## src/rtl/unidade_controle_multiciclo.sv

```systemverilog
// Multicycle control unit: fetch/decode/execute FSM driving every datapath enable.
// Build with EXCECAO_EN defined to trap overflow and undefined instructions.
module unidade_controle_multiciclo #(
  parameter int unsigned MEM_WAIT = 1
) (
  input  logic       clk,
  input  logic       reset_n,
  input  logic [5:0] opcode,
  input  logic [5:0] funct,
  input  logic       zero,
  input  logic       overflow,
  output logic       ALUSrcA,
  output logic [1:0] ALUSrcB,
  output logic [2:0] ALUOp,
  output logic [1:0] PCSource,
  output logic       PCWrite,
  output logic       PCWriteCond,
  output logic       IorD,
  output logic       MemRead,
  output logic       MemWrite,
  output logic       IRWrite,
  output logic       MemtoReg,
  output logic       RegDst,
  output logic       RegWrite,
  output logic       EPCWrite,
  output logic       excecao,
  output logic [3:0] estado
);

  typedef enum logic [3:0] {
    S_FETCH   = 4'd0,
    S_DECODE  = 4'd1,
    S_EXEC_R  = 4'd2,
    S_WB_R    = 4'd3,
    S_MEMADDR = 4'd4,
    S_MEMREAD = 4'd5,
    S_WB_MEM  = 4'd6,
    S_MEMWR   = 4'd7,
    S_BRANCH  = 4'd8,
    S_JUMP    = 4'd9,
    S_EXEC_I  = 4'd10,
    S_WB_I    = 4'd11,
    S_UNDEF   = 4'd12
  } state_e;

  localparam logic [2:0] MW = 3'(MEM_WAIT);

  state_e     state_q, state_d;
  logic [2:0] cnt_q, cnt_d;
  logic       mem_done;
  logic       funct_ok;
  logic       arith_r;
  logic       ovf_trap;
  logic [2:0] alu_r;
  logic       unused_zero;

  assign unused_zero = zero;
  assign mem_done    = (cnt_q == MW);
  assign arith_r     = (funct == 6'h20) || (funct == 6'h22);
  assign estado      = state_q;

`ifdef EXCECAO_EN
  assign ovf_trap = overflow;
`else
  logic unused_ovf;
  assign unused_ovf = overflow;
  assign ovf_trap   = 1'b0;
`endif

  always_comb begin
    alu_r    = 3'b000;
    funct_ok = 1'b1;
    unique case (funct)
      6'h20:   alu_r = 3'b000;
      6'h22:   alu_r = 3'b001;
      6'h24:   alu_r = 3'b010;
      6'h25:   alu_r = 3'b011;
      6'h2A:   alu_r = 3'b100;
      default: funct_ok = 1'b0;
    endcase
  end

  always_ff @(posedge clk or negedge reset_n) begin
    if (!reset_n) begin
      state_q <= S_FETCH;
      cnt_q   <= 3'd0;
    end else begin
      state_q <= state_d;
      cnt_q   <= cnt_d;
    end
  end

  // Outputs are forced low while reset is held so no enable can glitch.
  always_comb begin
    state_d     = state_q;
    cnt_d       = 3'd0;
    ALUSrcA     = 1'b0;
    ALUSrcB     = 2'b00;
    ALUOp       = 3'b000;
    PCSource    = 2'b00;
    PCWrite     = 1'b0;
    PCWriteCond = 1'b0;
    IorD        = 1'b0;
    MemRead     = 1'b0;
    MemWrite    = 1'b0;
    IRWrite     = 1'b0;
    MemtoReg    = 1'b0;
    RegDst      = 1'b0;
    RegWrite    = 1'b0;
    EPCWrite    = 1'b0;
    excecao     = 1'b0;
    if (reset_n) begin
      unique case (state_q)
        S_FETCH: begin
          MemRead = 1'b1;
          if (mem_done) begin
            IRWrite = 1'b1;
            PCWrite = 1'b1;
            ALUSrcB = 2'b01;
            state_d = S_DECODE;
          end else begin
            cnt_d = cnt_q + 3'd1;
          end
        end
        S_DECODE: begin
          ALUSrcB = 2'b11;
          unique case (opcode)
            6'h00:        state_d = S_EXEC_R;
            6'h23, 6'h2B: state_d = S_MEMADDR;
            6'h04:        state_d = S_BRANCH;
            6'h02:        state_d = S_JUMP;
            6'h08:        state_d = S_EXEC_I;
            default:      state_d = S_UNDEF;
          endcase
        end
        S_EXEC_R: begin
          ALUSrcA = 1'b1;
          ALUOp   = alu_r;
          if (!funct_ok || (ovf_trap && arith_r))
            state_d = S_UNDEF;
          else
            state_d = S_WB_R;
        end
        S_WB_R: begin
          RegDst   = 1'b1;
          RegWrite = 1'b1;
          state_d  = S_FETCH;
        end
        S_MEMADDR: begin
          ALUSrcA = 1'b1;
          ALUSrcB = 2'b10;
          state_d = (opcode == 6'h23) ? S_MEMREAD : S_MEMWR;
        end
        S_MEMREAD: begin
          IorD    = 1'b1;
          MemRead = 1'b1;
          if (mem_done) state_d = S_WB_MEM;
          else          cnt_d   = cnt_q + 3'd1;
        end
        S_WB_MEM: begin
          MemtoReg = 1'b1;
          RegWrite = 1'b1;
          state_d  = S_FETCH;
        end
        S_MEMWR: begin
          IorD     = 1'b1;
          MemWrite = 1'b1;
          if (mem_done) state_d = S_FETCH;
          else          cnt_d   = cnt_q + 3'd1;
        end
        S_BRANCH: begin
          ALUSrcA     = 1'b1;
          ALUOp       = 3'b001;
          PCWriteCond = 1'b1;
          PCSource    = 2'b01;
          state_d     = S_FETCH;
        end
        S_JUMP: begin
          PCWrite  = 1'b1;
          PCSource = 2'b10;
          state_d  = S_FETCH;
        end
        S_EXEC_I: begin
          ALUSrcA = 1'b1;
          ALUSrcB = 2'b10;
          state_d = ovf_trap ? S_UNDEF : S_WB_I;
        end
        S_WB_I: begin
          RegWrite = 1'b1;
          state_d  = S_FETCH;
        end
        S_UNDEF: begin
`ifdef EXCECAO_EN
          EPCWrite = 1'b1;
          PCSource = 2'b11;
          PCWrite  = 1'b1;
          excecao  = 1'b1;
`endif
          state_d  = S_FETCH;
        end
        default: state_d = S_FETCH;
      endcase
    end
  end

endmodule

```

## config.mk

```make
export PLATFORM = sky130hd
export DESIGN_NAME = unidade_controle_multiciclo
export DESIGN_NICKNAME = d
export VERILOG_FILES = /design/src/rtl/unidade_controle_multiciclo.sv
export SDC_FILE = /design/constraint.sdc
export NUM_CORES = 1
export LEC_CHECK = 0
export ABC_AREA = 1
export CAP_MARGIN = 20
export CORE_MARGIN = 10
export CORE_UTILIZATION = 40
export DETAILED_ROUTE_END_ITERATION = 10
export PLACE_DENSITY_LB_ADDON = 0.05
export SLEW_MARGIN = 40
export SYNTH_ARGS = -nofsm -noshare
export SYNTH_HDL_FRONTEND = slang
export SYNTH_SLANG_ARGS = --single-unit
```

## constraint.sdc

```tcl
create_clock -name clk -period 2.2 [get_ports clk]
set_input_delay 0.55 -clock clk [delete_from_list [all_inputs] [get_ports clk]]
set_output_delay 0.55 -clock clk [all_outputs]
set_load 0.01 [all_outputs]
```

; ---- After elaboration in Yosys (flattened, before gate mapping)
; Cells that the tools add are included.
[classes]
addsub = 1
n_eq_ne = 25
n_mux = 40
n_reduce_logical = 11
[op_table]
columns = operator, count
row1 = == test 6 bit (second input constant), 7
row2 = case mux 4 bit (7 select lines), 1
row3 = 2-to-1 mux 1 bit, 22
row4 = case mux 4 bit (5 select lines), 1
row5 = == test 4 x 3 -> 1 bit (second input constant), 4
row6 = == test 4 bit (second input constant), 4
row7 = 2-to-1 mux 4 bit, 4
row8 = 2-to-1 mux 3 bit, 4
row9 = case mux 3 bit (4 select lines), 1
row10 = == test 4 x 2 -> 1 bit (second input constant), 2
row11 = OR reduction 2 bit, 4
row12 = == test 6 x 2 -> 1 bit (second input constant), 1
row13 = == test 6 x 3 -> 1 bit (second input constant), 1
row14 = == test 6 x 4 -> 1 bit (second input constant), 1
row15 = logical NOT 6 bit, 1
row16 = 2-to-1 mux 2 bit, 3
row17 = inequality test 2 bit (second input constant), 3
row18 = case mux 2 bit (3 select lines), 1
row19 = case mux 3 bit (2 select lines), 1
row20 = OR reduction 3 bit, 2
row21 = OR reduction 5 bit, 1
row22 = == test 4 x 1 -> 1 bit (second input constant), 1
row23 = logical NOT 4 bit, 1
row24 = case mux 2 bit (2 select lines), 1
row25 = other kinds (5), 5
[word_totals]
ff_bits = 7
inputBits = 16
out_inout_bits = 23
elab_cells = 79

; ---- Depth between registers and ports, before layout
; Gate-level depths: netlist of the first run.
[depth]
depth_word = 5
ltp_mapped = 10
ltp_nobuf = 10

; ---- Worst setup path after synthesis of the first run
; No wires, ideal clock.
[synth_path]
kind = input port to output port
startpoint = input reset_n
endpoint = output PCSource[0]
arrival_time_ps = 1272
path_slack_ps = 378
stages = 4
cell_sequence = inv_1 clkbuf_1 nor2_1 buf_4
[synth_via]
elab_chain_cells = 1
[synth_rtl]
columns = element, line_no
row1 = start: declaration, 7  ; input logic reset_n,
row2 = 2-to-1 mux 2 bit, 112  ; if (reset_n) begin
row3 = end: declaration, 15  ; output logic [1:0] PCSource,
; Every way passes these cells.

; ---- Worst setup path in the final report of the first run
[layout_path]
startpoint = input funct[3]
endpoint = output ALUOp[0]
[layout_via]
elab_chain_cells = 4
elab_cells_between_ends = 7
classes_between = eq/ne: 4 / mux: 3
[layout_rtl]
columns = element, line_no
row1 = start: declaration, 9  ; input logic [5:0] funct,
row2 = == test 6 bit, 73  ; unique case (funct)
row3 = case mux 3 bit (4 select lines) (*), 73
row4 = case mux 3 bit (2 select lines) (*), 113  ; unique case (state_q)
row5 = 2-to-1 mux 3 bit (*), 112
row6 = end: declaration, 14  ; output logic [2:0] ALUOp,
; Every way passes the cells marked *; elsewhere a longest branch is shown, timed or not.

==> results of run 1 <==
how the worst max path moves through the flow:
stage                        to       from  depth (start not counted)  slack [ps]
global placement       ALUOp[0]   funct[5]                          8        -530
detailed placement     ALUOp[0]   funct[5]                          8        -580
floorplan           PCSource[0]    reset_n                          4         380
global route           ALUOp[0]  estado[0]                          8         -60
finish                 ALUOp[0]   funct[3]                          7          20
CTS                     PCWrite  estado[3]                          6          30
where the power goes:
group          internal, mW  switching [mW]  leakage, nW  total [mW]
logic                 0.337           0.429        0.578       0.766
registers             0.170          0.0589       0.0914       0.229
clock network        0.0692          0.0473       0.0150       0.117
sequential cells by signal, summed over array words and instances (netlist names):
register	cells
estado	4
cnt_q	3
cell usage after synthesis (2+ instances only):
library cell	count
sky130_fd_sc_hd__buf_4	3
sky130_fd_sc_hd__o21ai_0	4
sky130_fd_sc_hd__nand2_1	33
sky130_fd_sc_hd__inv_1	20
sky130_fd_sc_hd__a21oi_1	3
sky130_fd_sc_hd__dfrtp_1	7
sky130_fd_sc_hd__nor3_1	6
sky130_fd_sc_hd__nor2_1	33
sky130_fd_sc_hd__nand3_1	13
sky130_fd_sc_hd__nand2_2	2
critical path: stages:
cell	delay (ps)
sky130_fd_sc_hd__clkdlybuf4s50_1	450
sky130_fd_sc_hd__nor2_2	140
sky130_fd_sc_hd__nand3_4	100
sky130_fd_sc_hd__nor2_4	110
sky130_fd_sc_hd__nand2_1	60
sky130_fd_sc_hd__o221ai_1	60
sky130_fd_sc_hd__buf_2	160
per-stage QoR:
| stage | setup slack (ps) | area (sq um) | instances |
|---|---|---|---|
| floorplan | 378 | 777 | 139 |
| global placement | -530 | 1230 | 209 |
| detailed placement | -578 | 1230 | 209 |
| CTS | 28.0 | 1250 | 214 |
| global route | -61.2 | 1280 | 214 |
| finish | 24.1 | 1280 | 214 |
cell type report:
| class | count | area (sq um) | share of cell area, % |
|---|---|---|---|
| Multi-Input combinational cell | 107 | 544 | 42.4 |
| Timing Repair Buffer | 50 | 425 | 33.2 |
| Sequential cell | 7 | 176 | 13.8 |
| Inverter | 21 | 78.8 | 6.15 |
| Tap cell | 25 | 31.3 | 2.44 |
| Clock buffer | 4 | 26.3 | 2.05 |
logic make-up after synthesis:
logic type | after synthesis | synth area share (%)
AO/OA/AOI/OAI | 12 | 10.8
XOR/XNOR | 2 | 2.27
buffers and inverters | 25 | 13.6
flip-flops | 7 | 22.7
other | 1 | 0.485
AND/OR/NAND/NOR | 91 | 50.2
routing by layer:
layer  global-route usage, %  routed length (um)  vias up
li1                        -                   -      530
met1                    13.7                1150      453
met2                    20.5                1280       31
met3                    4.01                 175        2
met4                    2.46                  21        0
met5                       0                   0        -
what timing repair did:
item | 4_1_cts | 5_1_grt
gates cloned | 0 | 0
buffers inserted | 1 | 0
endpoints found under the setup margin | 17 | 11
gates resized for setup | 37 | 13
pin swaps | 3 | 1
==> results.txt, run 1 <==
----------------------------------------------------
[STA]
  Portion of the clock cycle consumed by the worst path in the final layout ... 98.9%
  Unrepaired setup endpoints after global routing ... yes
  Final setup fails ... 0
  Final hold violation count ... 0
  Accumulated negative setup slack ... 0 ps
  Highest attainable clock frequency ... 0.460 GHz
  Worst setup skew after layout ... 2.22 ps
  Worst hold slack ... 396 ps
  Max-slew violation count ... 0
  Post-layout min period ... about 2200 ps

[Critical path]
  Endpoint type of the worst setup path ... primary output
  R2r endpoint ... estado[1]
  Worst EP required ... 1650 ps
  Worst-path fanout max ... 3
  Data arrival time of the worst path ... roughly 1600 ps
  Internal reg-to-reg setup slack ... 770 ps
  Critical path class ... in2out
  Worst r2r src ... estado[0]
  Category of the worst setup path launch point ... input pin
  Number of cells on the worst reg-to-reg path ... 9

[Floorplan]
  Total number of placement rows ... 15
  Number of placed I/O pins ... 39
  Core footprint ... 0.00178 sq mm
  Die ar. ... 0.00409 sq mm
  Floorplan die height ... 64.0 um
  DIE WIDTH ... 64.0 um
  Effective utilization at floorplan ... between 40% and 50%

[Global routing]
  Antenna violations before repair ... 0
  Wire length of the first global-routing pass ... 4.06 mm
  Remaining Overflow, GRT ... 0
  Total Routing Usage GR ... a little under an eighth
  Pin count of the biggest net entering global routing ... 11
  Number of global-route vias before repair ... 932

[CTS]
  Clock Tree Root ... sky130_fd_sc_hd__clkbuf_4
  Clock tree from TritonCTS ... built
  Hold-fix buffer count after cts ... 0
  Clock latency of the later-clocked register in the worst-skew pair ... about 250 ps
  CTS max path bufs ... 2
  Number of buffers added by the clock tree synthesis step ... 3
  Depth of the CTS H-tree ... 1
  # clock sinks ... 7
  Post-CTS clock slew at the launch and capture registers of the worst setup and hold paths ... 50 ps

[Synth]
  Top area cells in the synthesized netlist ... sky130_fd_sc_hd__dfrtp_1 23%, sky130_fd_sc_hd__nand2_1 16%, sky130_fd_sc_hd__nor2_1 16%, sky130_fd_sc_hd__inv_1 9.7%, sky130_fd_sc_hd__nand3_1 8.4%
  Share of flip-flops with an asynchronous set or reset after synthesis ... 100%
  Post-Synthesis Cells ... 138
  Netlist cell types ... 24
  Synth Register Bits ... 7
  Top FF cell, synth ... sky130_fd_sc_hd__dfrtp_1
  Mean post-synth cell area ... around 5.6 sq um
  Number of synthesized flops with an enable pin ... 0
  Area of the mapped netlist ... 773 sq um
  Number of warning messages in the yosys log ... 0
  Area share of the largest cell type after synthesis ... 22.7%
  Dominant cell type by area after synthesis ... sky130_fd_sc_hd__dfrtp_1
  Proportion of synthesized chip area in sequential cells ... 22.7%

[Routing]
  DR vias ... roughly 1000
  Router iterations before antenna repair ... 4
  Detailed-route DRC error count ... 0
  WL/cell ... 12.3 um
  Initial detailed-routing violation count ... 46
  Detail Route Antenna Nets ... 0
  Total wire length ... about 2.6 mm
  Vias per std cell ... 4.75

[Finish]
  Fin nets ... 206
  End-of-flow core utilization ... 71.9%
  Inserted Diodes ... 0
  Number of inserted filler cells in the final layout ... 174
  Most common cell after layout, fill and taps aside ... sky130_fd_sc_hd__nand2_1
  Area Overhead vs Synth ... 65.9%
  Commonest cells after routing, fill and taps aside ... 33 x sky130_fd_sc_hd__nand2_1, 27 x sky130_fd_sc_hd__nor2_1, 19 x sky130_fd_sc_hd__inv_1
  Ratio of cells with drive above 1 in the final layout ... just over 20%

[Pwr]
  Total design power ... 1.11 mW
  Maximum VDD drop ... about 0.79 mV
  Leakage ... about 0.68 nW
  Power Density ... 867 mW/mm^2

[Outcome]
  Result of the run ... finished clean

[Placed design]
  Detailed-placement wirelength estimate ... 2.17 mm
  Weighted congestion at the end of routability-driven global placement ... 0.848
  Number of buffer cells added on primary ports ... 34

[Min path]
  Hold crit path type ... in2async

[Flow run]
  Max-cap violation count ... 0

----------------------------------------------------
No activity file was read; power rests on OpenSTA's default activity.
==> run 2, diff against run 1 <==
--- a/config.mk
+++ b/config.mk
@@ -5,10 +5,9 @@
 export SDC_FILE = /design/constraint.sdc
 export NUM_CORES = 1
 export LEC_CHECK = 0
-export ABC_AREA = 1
 export CAP_MARGIN = 20
-export CORE_MARGIN = 10
-export CORE_UTILIZATION = 40
+export CORE_MARGIN = 4
+export CORE_UTILIZATION = 39
 export DETAILED_ROUTE_END_ITERATION = 10
 export PLACE_DENSITY_LB_ADDON = 0.05
 export SLEW_MARGIN = 40
==> constraint.sdc (replaced) <==
create_clock -name clk -period 2.3 [get_ports clk]
set_input_delay 0.575 -clock clk [delete_from_list [all_inputs] [get_ports clk]]
set_output_delay 0.575 -clock clk [all_outputs]
set_load 0.01 [all_outputs]
==> run 2 against run 1 <==
  * Wire length decreased by 5.3%
  * Area after synthesis shrank 1.3%
  * Final cell count shrank 14%
  * Combinational power up 15%
==> results.txt, run 2 <==
----------------------------------------------------
[Critical path]
  Number of buffers and inverters on the critical path ... 2
  Largest delay share family, worst path ... buffers and inverters
  Worst-path fanout max ... 5
  Cells along the critical path ... clkdlybuf4s50_1 -> nor2_1 -> a21oi_1 -> o31ai_2 -> buf_2
  Critical path class ... in2out
  Internal reg-to-reg setup slack ... 700 ps
  Endpoint type of the worst setup path ... primary output
  Worst path slowest cell ... sky130_fd_sc_hd__clkdlybuf4s50_1
  Instance count on the critical path ... 5
  Launch point of the worst path ... funct[1]
  Number of cells on the worst reg-to-reg path ... 5
  Critical Path Sink ... ALUOp[0]
  Category of the worst setup path launch point ... input pin
  Worst EP required ... 1730 ps
  R2r endpoint ... estado[2]
  Worst r2r src ... estado[3]
  Data arrival time of the worst path ... 1650 ps
  Biggest cell delay along the critical path ... about 500 ps

[Floorplan]
  Effective utilization at floorplan ... 42.8%
  Total number of placement rows ... 15
  Die ar. ... 0.00273 sq mm
  Core footprint ... 0.00178 sq mm
  Floorplan die height ... between 50 and 60 um
  DIE WIDTH ... 52.2 um
  Number of placed I/O pins ... 39

[CTS]
  Clock latency of the later-clocked register in the worst-skew pair ... 250 ps
  CTS max path bufs ... 2
  Hold-fix buffer count after cts ... 0
  Number of buffers added by the clock tree synthesis step ... 3
  Clock Tree Root ... sky130_fd_sc_hd__clkbuf_4
  # clock sinks ... 7
  Depth of the CTS H-tree ... 1
  Clock tree from TritonCTS ... built
  Post-CTS clock slew at the launch and capture registers of the worst setup and hold paths ... ~50 ps

[Synth]
  Synth Register Bits ... 7
  Top area cells in the synthesized netlist ... sky130_fd_sc_hd__dfrtp_1 23%, sky130_fd_sc_hd__nor2_1 5.9%, sky130_fd_sc_hd__and3_1 4.1%, sky130_fd_sc_hd__a21oi_1 3.9%, sky130_fd_sc_hd__a32o_1 3.9%
  Number of synthesized flops with an enable pin ... 0
  Area of the mapped netlist ... about 760 sq um
  Number of warning messages in the yosys log ... 0
  Post-synth top cells ... 12 x sky130_fd_sc_hd__nor2_1, 8 x sky130_fd_sc_hd__nand2_1, 7 x sky130_fd_sc_hd__dfrtp_1
  Dominant cell type by area after synthesis ... sky130_fd_sc_hd__dfrtp_1
  Share of flip-flops with an asynchronous set or reset after synthesis ... 100%
  Proportion of synthesized chip area in sequential cells ... 23.0%
  Top FF cell, synth ... sky130_fd_sc_hd__dfrtp_1
  Post-Synthesis Cells ... 103
  Area share of the largest cell type after synthesis ... 23.0%
  Top-count cell post-synth ... sky130_fd_sc_hd__nor2_1
  Mean post-synth cell area ... 7.41 sq um
  Netlist cell types ... 43

[Finish]
  End-of-flow core utilization ... 75.4%
  Inserted Diodes ... 0
  Ratio of cells with drive above 1 in the final layout ... a little under a third
  Most common cell after layout, fill and taps aside ... sky130_fd_sc_hd__buf_4
  Area Overhead vs Synth ... 76.2%
  Final Instance Area ... ~0.0013 sq mm
  Number of inserted filler cells in the final layout ... around 150
  Number of flip-flops under the largest register name ... 4
  Fin nets ... 176
  Commonest cells after routing, fill and taps aside ... 24 x sky130_fd_sc_hd__buf_4, 12 x sky130_fd_sc_hd__clkdlybuf4s50_1, 12 x sky130_fd_sc_hd__dlygate4sd2_1

[Global routing]
  Met1 layer usage reported by global route ... approximately 22%
  Met3 usage ... 3.99%
  Pin count of the biggest net entering global routing ... 19
  Wire length of the first global-routing pass ... 4.07 mm
  Remaining Overflow, GRT ... 0
  Antenna violations before repair ... 0
  Most used routing layer ... met2
  Total Routing Usage GR ... 19.2%
  Number of global-route vias before repair ... just under 1000
  Global routing met2 resource utilization ... 36.6%

[Pwr]
  Part of the power in combinational logic ... around 74%
  Leakage ... around 0.67 nW
  Cell internal power dissipation ... 0.653 mW
  Net switching power of the design ... around 0.54 mW
  Power Density ... approximately 900 mW/mm^2
  Maximum VDD drop ... 0.731 mV
  Clock network fraction of design power ... 9.3%
  Switching share of power ... 45.2%
  Sequential power share ... between 10% and 20%

[Routing]
  WL/cell ... 13.5 um
  DR vias ... 1001
  Total wire length ... ~2.5 mm
  Router iterations before antenna repair ... 4
  Detail Route Antenna Nets ... 0
  Initial detailed-routing violation count ... 10
  Vias per std cell ... 5.44
  Detailed-route DRC error count ... 0

[Placed design]
  Post-detailed-placement cell area ... 0.00126 sq mm
  Detailed-placement wirelength estimate ... 1.88 mm
  Weighted congestion at the end of routability-driven global placement ... 0.845
  Number of buffer cells added on primary ports ... 34
  Worst setup slack before clock tree synthesis ... -761 ps

[STA]
  Accumulated negative setup slack ... 0 ps
  Portion of the clock cycle consumed by the worst path in the final layout ... 96.9%
  Worst Setup Slack, final ... 71.7 ps
  Final setup fails ... 0
  Max-slew violation count ... 0
  Worst hold slack ... 494 ps
  Post-layout min period ... 2230 ps
  Highest attainable clock frequency ... 0.449 GHz
  Final hold violation count ... 0
  Worst setup skew after layout ... between 6 and 7 ps
  Unrepaired setup endpoints after global routing ... yes

[Flow run]
  Max-cap violation count ... 0

[Min path]
  Hold crit path type ... in2async

[Outcome]
  Result of the run ... finished clean

----------------------------------------------------
-- run 2: what timing repair did --
item / in CTS / in global routing
gates resized for setup: 37 / 14
gates cloned: 0 / 0
setup buffers: 3 / 0
setup endpoints to repair: 17 / 5
pin swaps: 0 / 2
-- run 2: cell type report --
type	instances	area, sq um	area share [%]
Tap cell	25	31.3	2.33
Clock buffer	4	26.3	1.95
Inverter	5	18.8	1.40
Multi-Input combinational cell	83	581	43.2
Sequential cell	7	175	13.0
Timing Repair Buffer	60	513	38.1
-- run 2: per-layer routing --
metal | wire length, um | up-vias | share of wire, %
li1 | - | 500 | -
met1 | 1020 | 462 | 41
met2 | 1310 | 37 | 53
met3 | 144 | 2 | 5.8
met4 | 12 | 0 | 0.48
met5 | 0 | - | 0
-- run 2: cells by family (layout without fill, tap and decap cells) --
group / Yosys count / count (layout) / share of synthesized area (%)
other: 1 / 2 / 0.491
buffers and inverters: 14 / 69 / 9.02
flip-flops: 7 / 7 / 23.0
AND/OR/NAND/NOR: 51 / 51 / 36.2
AO/OA/AOI/OAI: 25 / 25 / 25.2
XOR/XNOR: 3 / 3 / 3.44
multiplexers: 2 / 2 / 2.62
-- run 2: power groups by stage --
| stage | combinational (mW) | clock, mW | sequential, mW |
|---|---|---|---|
| CTS | 0.860 | 0.118 | 0.196 |
| finish | 0.881 | 0.111 | 0.201 |
| floorplan | 0.491 | 0 | 0.197 |
| detailed placement | 0.879 | 0 | 0.190 |
| global placement | 0.871 | 0 | 0.190 |
| global route | 0.958 | 0.124 | 0.204 |
-- run 2: per-stage QoR --
| stage | instances | power, mW |
|---|---|---|
| finish | 184 | 1.19 |
| floorplan | 104 | 0.688 |
| global route | 184 | 1.29 |
| global placement | 177 | 1.06 |
| detailed placement | 177 | 1.07 |
| CTS | 184 | 1.17 |
-- run 2: tightest hold or removal path, cell delays in order --
cell and delay [ps]:
sky130_fd_sc_hd__dlygate4sd2_1 250, sky130_fd_sc_hd__buf_6 110, sky130_fd_sc_hd__buf_4 140
-- run 2: worst min-delay path by stage --
stage / from / end / slack, ps / cells past startpoint
final: reset_n / cnt_q[2] / 490 / 3
after global routing: reset_n / cnt_q[1] / 510 / 3
after CTS: reset_n / cnt_q[1] / 480 / 3
after detailed placement: cnt_q[0] / cnt_q[0] / 490 / 1
after global placement: cnt_q[0] / cnt_q[0] / 480 / 1
after floorplan: reset_n / cnt_q[0] / 280 / 0
==> run 3, diff against run 2 <==
--- a/config.mk
+++ b/config.mk
@@ -6,11 +6,12 @@
 export NUM_CORES = 1
 export LEC_CHECK = 0
 export CAP_MARGIN = 20
-export CORE_MARGIN = 4
 export CORE_UTILIZATION = 39
 export DETAILED_ROUTE_END_ITERATION = 10
 export PLACE_DENSITY_LB_ADDON = 0.05
+export RECOVER_POWER = 100
 export SLEW_MARGIN = 40
 export SYNTH_ARGS = -nofsm -noshare
 export SYNTH_HDL_FRONTEND = slang
 export SYNTH_SLANG_ARGS = --single-unit
+export TNS_END_PERCENT = 100
==> run 3 against run 2 <==
  * Via count rose by 0.90%
  * Critical path depth did not move
  * Combinational power fell by 4.0%
  * Maximum frequency barely moved
  * Sequential power increased by 3%
  * Final area fell by 3.3%
  * Global-route usage up 5.6 points
  * Total power decreased by 1.8%
  * Wire length decreased by 8.1%
  * Critical endpoint is now estado[1]
  * Largest cell class unchanged
==> results.txt, run 3 (same netlist as run 2, synthesis figures left out) <==
----------------------------------------------------
[Routing]
  DR vias ... a little over 1000
  Detailed-route DRC error count ... 0
  Total wire length ... 2.28 mm
  Initial detailed-routing violation count ... 17
  Vias per std cell ... 5.58
  Router iterations before antenna repair ... 4
  WL/cell ... 12.6 um
  Detail Route Antenna Nets ... 0

[CTS]
  CTS max path bufs ... 2
  Number of buffers added by the clock tree synthesis step ... 3
  Clock latency of the later-clocked register in the worst-skew pair ... ~270 ps
  Depth of the CTS H-tree ... 1
  Post-CTS clock slew at the launch and capture registers of the worst setup and hold paths ... 60 ps
  Clock Tree Root ... sky130_fd_sc_hd__clkbuf_4
  Clock tree from TritonCTS ... built
  # clock sinks ... 7

[Finish]
  Final Instance Area ... 0.00130 sq mm
  Commonest cells after routing, fill and taps aside ... 17 x sky130_fd_sc_hd__buf_4, 14 x sky130_fd_sc_hd__dlygate4sd2_1, 12 x sky130_fd_sc_hd__nor2_1
  Area Overhead vs Synth ... 70.5%
  Number of flip-flops under the largest register name ... 4
  Inserted Diodes ... 0
  Cell Count, Final, Fillers Out ... 181
  Ratio of cells with drive above 1 in the final layout ... 27.6%
  Fin nets ... 173
  End-of-flow core utilization ... 73.0%
  Most common cell after layout, fill and taps aside ... sky130_fd_sc_hd__buf_4

[Floorplan]
  Effective utilization at floorplan ... 42.8%
  Number of placed I/O pins ... 39
  Total number of placement rows ... 15
  Core footprint ... roughly 0.0018 sq mm
  DIE WIDTH ... roughly 46 um
  Floorplan die height ... 46.2 um
  Die ar. ... 0.00214 sq mm

[Pwr]
  Maximum VDD drop ... 0.681 mV
  Leakage ... approximately 0.65 nW
  Power Density ... 900 mW/mm^2
  Total design power ... 1.17 mW

[Placed design]
  Worst setup slack before clock tree synthesis ... -671 ps
  Number of buffer cells added on primary ports ... 34
  Weighted congestion at the end of routability-driven global placement ... approximately 0.83
  Detailed-placement wirelength estimate ... ~1.8 mm
  Post-detailed-placement cell area ... 0.00124 sq mm
  Number of cells after detailed placement ... 174

[Critical path]
  Launch point of the worst path ... opcode[2]
  Category of the worst setup path launch point ... input pin
  Worst-path fanout max ... 4
  R2r endpoint ... estado[0]
  Number of cells on the worst reg-to-reg path ... 6
  Internal reg-to-reg setup slack ... 630 ps
  Endpoint type of the worst setup path ... register
  Worst r2r src ... estado[0]
  Worst EP required ... 2460 ps
  Critical path class ... in2reg
  Data arrival time of the worst path ... 2390 ps

[STA]
  Worst Setup Slack, final ... between 70 and 80 ps
  Worst setup skew after layout ... 14.1 ps
  Final setup fails ... 0
  Unrepaired setup endpoints after global routing ... no
  Post-layout min period ... 2230 ps
  Final hold violation count ... 0
  Max-slew violation count ... 0
  Portion of the clock cycle consumed by the worst path in the final layout ... just under 100%
  Highest attainable clock frequency ... 0.448 GHz

[Global routing]
  Remaining Overflow, GRT ... 0
  Antenna violations before repair ... 0
  Pin count of the biggest net entering global routing ... 19
  Total Routing Usage GR ... 24.8%
  Number of global-route vias before repair ... 887
  Wire length of the first global-routing pass ... 3.83 mm

[Outcome]
  Result of the run ... finished clean

[Flow run]
  Max-cap violation count ... 0

[Min path]
  Hold crit path type ... in2async

----------------------------------------------------
==> run 3: cell count changes in the layout (fill, tap and decap cells not counted), moves of 2 or more <==
| cell | previous run | this run |
|---|---|---|
| sky130_fd_sc_hd__dlymetal6s2s_1 | 4 | 1 |
| sky130_fd_sc_hd__nor2_2 | 2 | 0 |
| sky130_fd_sc_hd__clkbuf_4 | 3 | 6 |
| sky130_fd_sc_hd__dlygate4sd3_1 | 0 | 3 |
| sky130_fd_sc_hd__buf_4 | 24 | 17 |
| sky130_fd_sc_hd__dlygate4sd2_1 | 12 | 14 |
==> run 3: repair_timing <==
action | CTS | global route
endpoints found under the setup margin | 17 | 4
setup buffers | 3 | 0
pin swaps | 3 | 2
gates resized for setup | 42 | 5
hold buffers | 0 | 0
==> run 3: final cells by class <==
cell class / count / area (sq um)
clock inverter: 1 / 5.00
multi-input combinational: 83 / 564
sequential: 7 / 175
clock buffer: 3 / 22.5
inverter: 5 / 18.8
fill: 144 / 482
tap: 25 / 31.3
timing repair buffer: 57 / 484
==> run 3: through the flow <==
| stage | setup TNS (ps) | hold slack [ps] |
|---|---|---|
| 2_1_floorplan | 0 | 279 |
| 3_3_place_gp | -7240 | 482 |
| 3_5_place_dp | -7520 | 504 |
| 4_1_cts | 0 | 481 |
| 5_1_grt | 0 | 453 |
| 6_report | 0 | 453 |
==> run 3: report_power, final <==
group / leakage, nW / internal (mW) / total (mW) / switching (mW)
clock network: 0.0177 / 0.0640 / 0.117 / 0.0534
registers: 0.0936 / 0.160 / 0.207 / 0.0476
logic: 0.535 / 0.416 / 0.846 / 0.430
total: 0.646 / 0.640 / 1.17 / 0.531
==> run 3: worst max path at each step <==
stage and end:
2_1_floorplan ALUOp[1], 3_3_place_gp ALUOp[1], 3_5_place_dp ALUOp[1], 4_1_cts PCWrite
5_1_grt ALUOp[0], 6_report estado[1]
==> run 3: metal layers <==
metal | up-vias | wire length, um | GRT usage, %
li1 | 492 | - | -
met1 | 484 | 1050 | 34.0
met2 | 31 | 1130 | 41.1
met3 | 3 | 100 | 5.88
met4 | 0 | 5 | 1.76
met5 | - | 0 | 0
==> run 3: critical path, stage by stage <==
cell and delay [ps]:
sky130_fd_sc_hd__dlygate4sd3_1 590, sky130_fd_sc_hd__or4b_4 540, sky130_fd_sc_hd__o311ai_0 310, sky130_fd_sc_hd__o211ai_1 170, sky130_fd_sc_hd__a22o_1 210
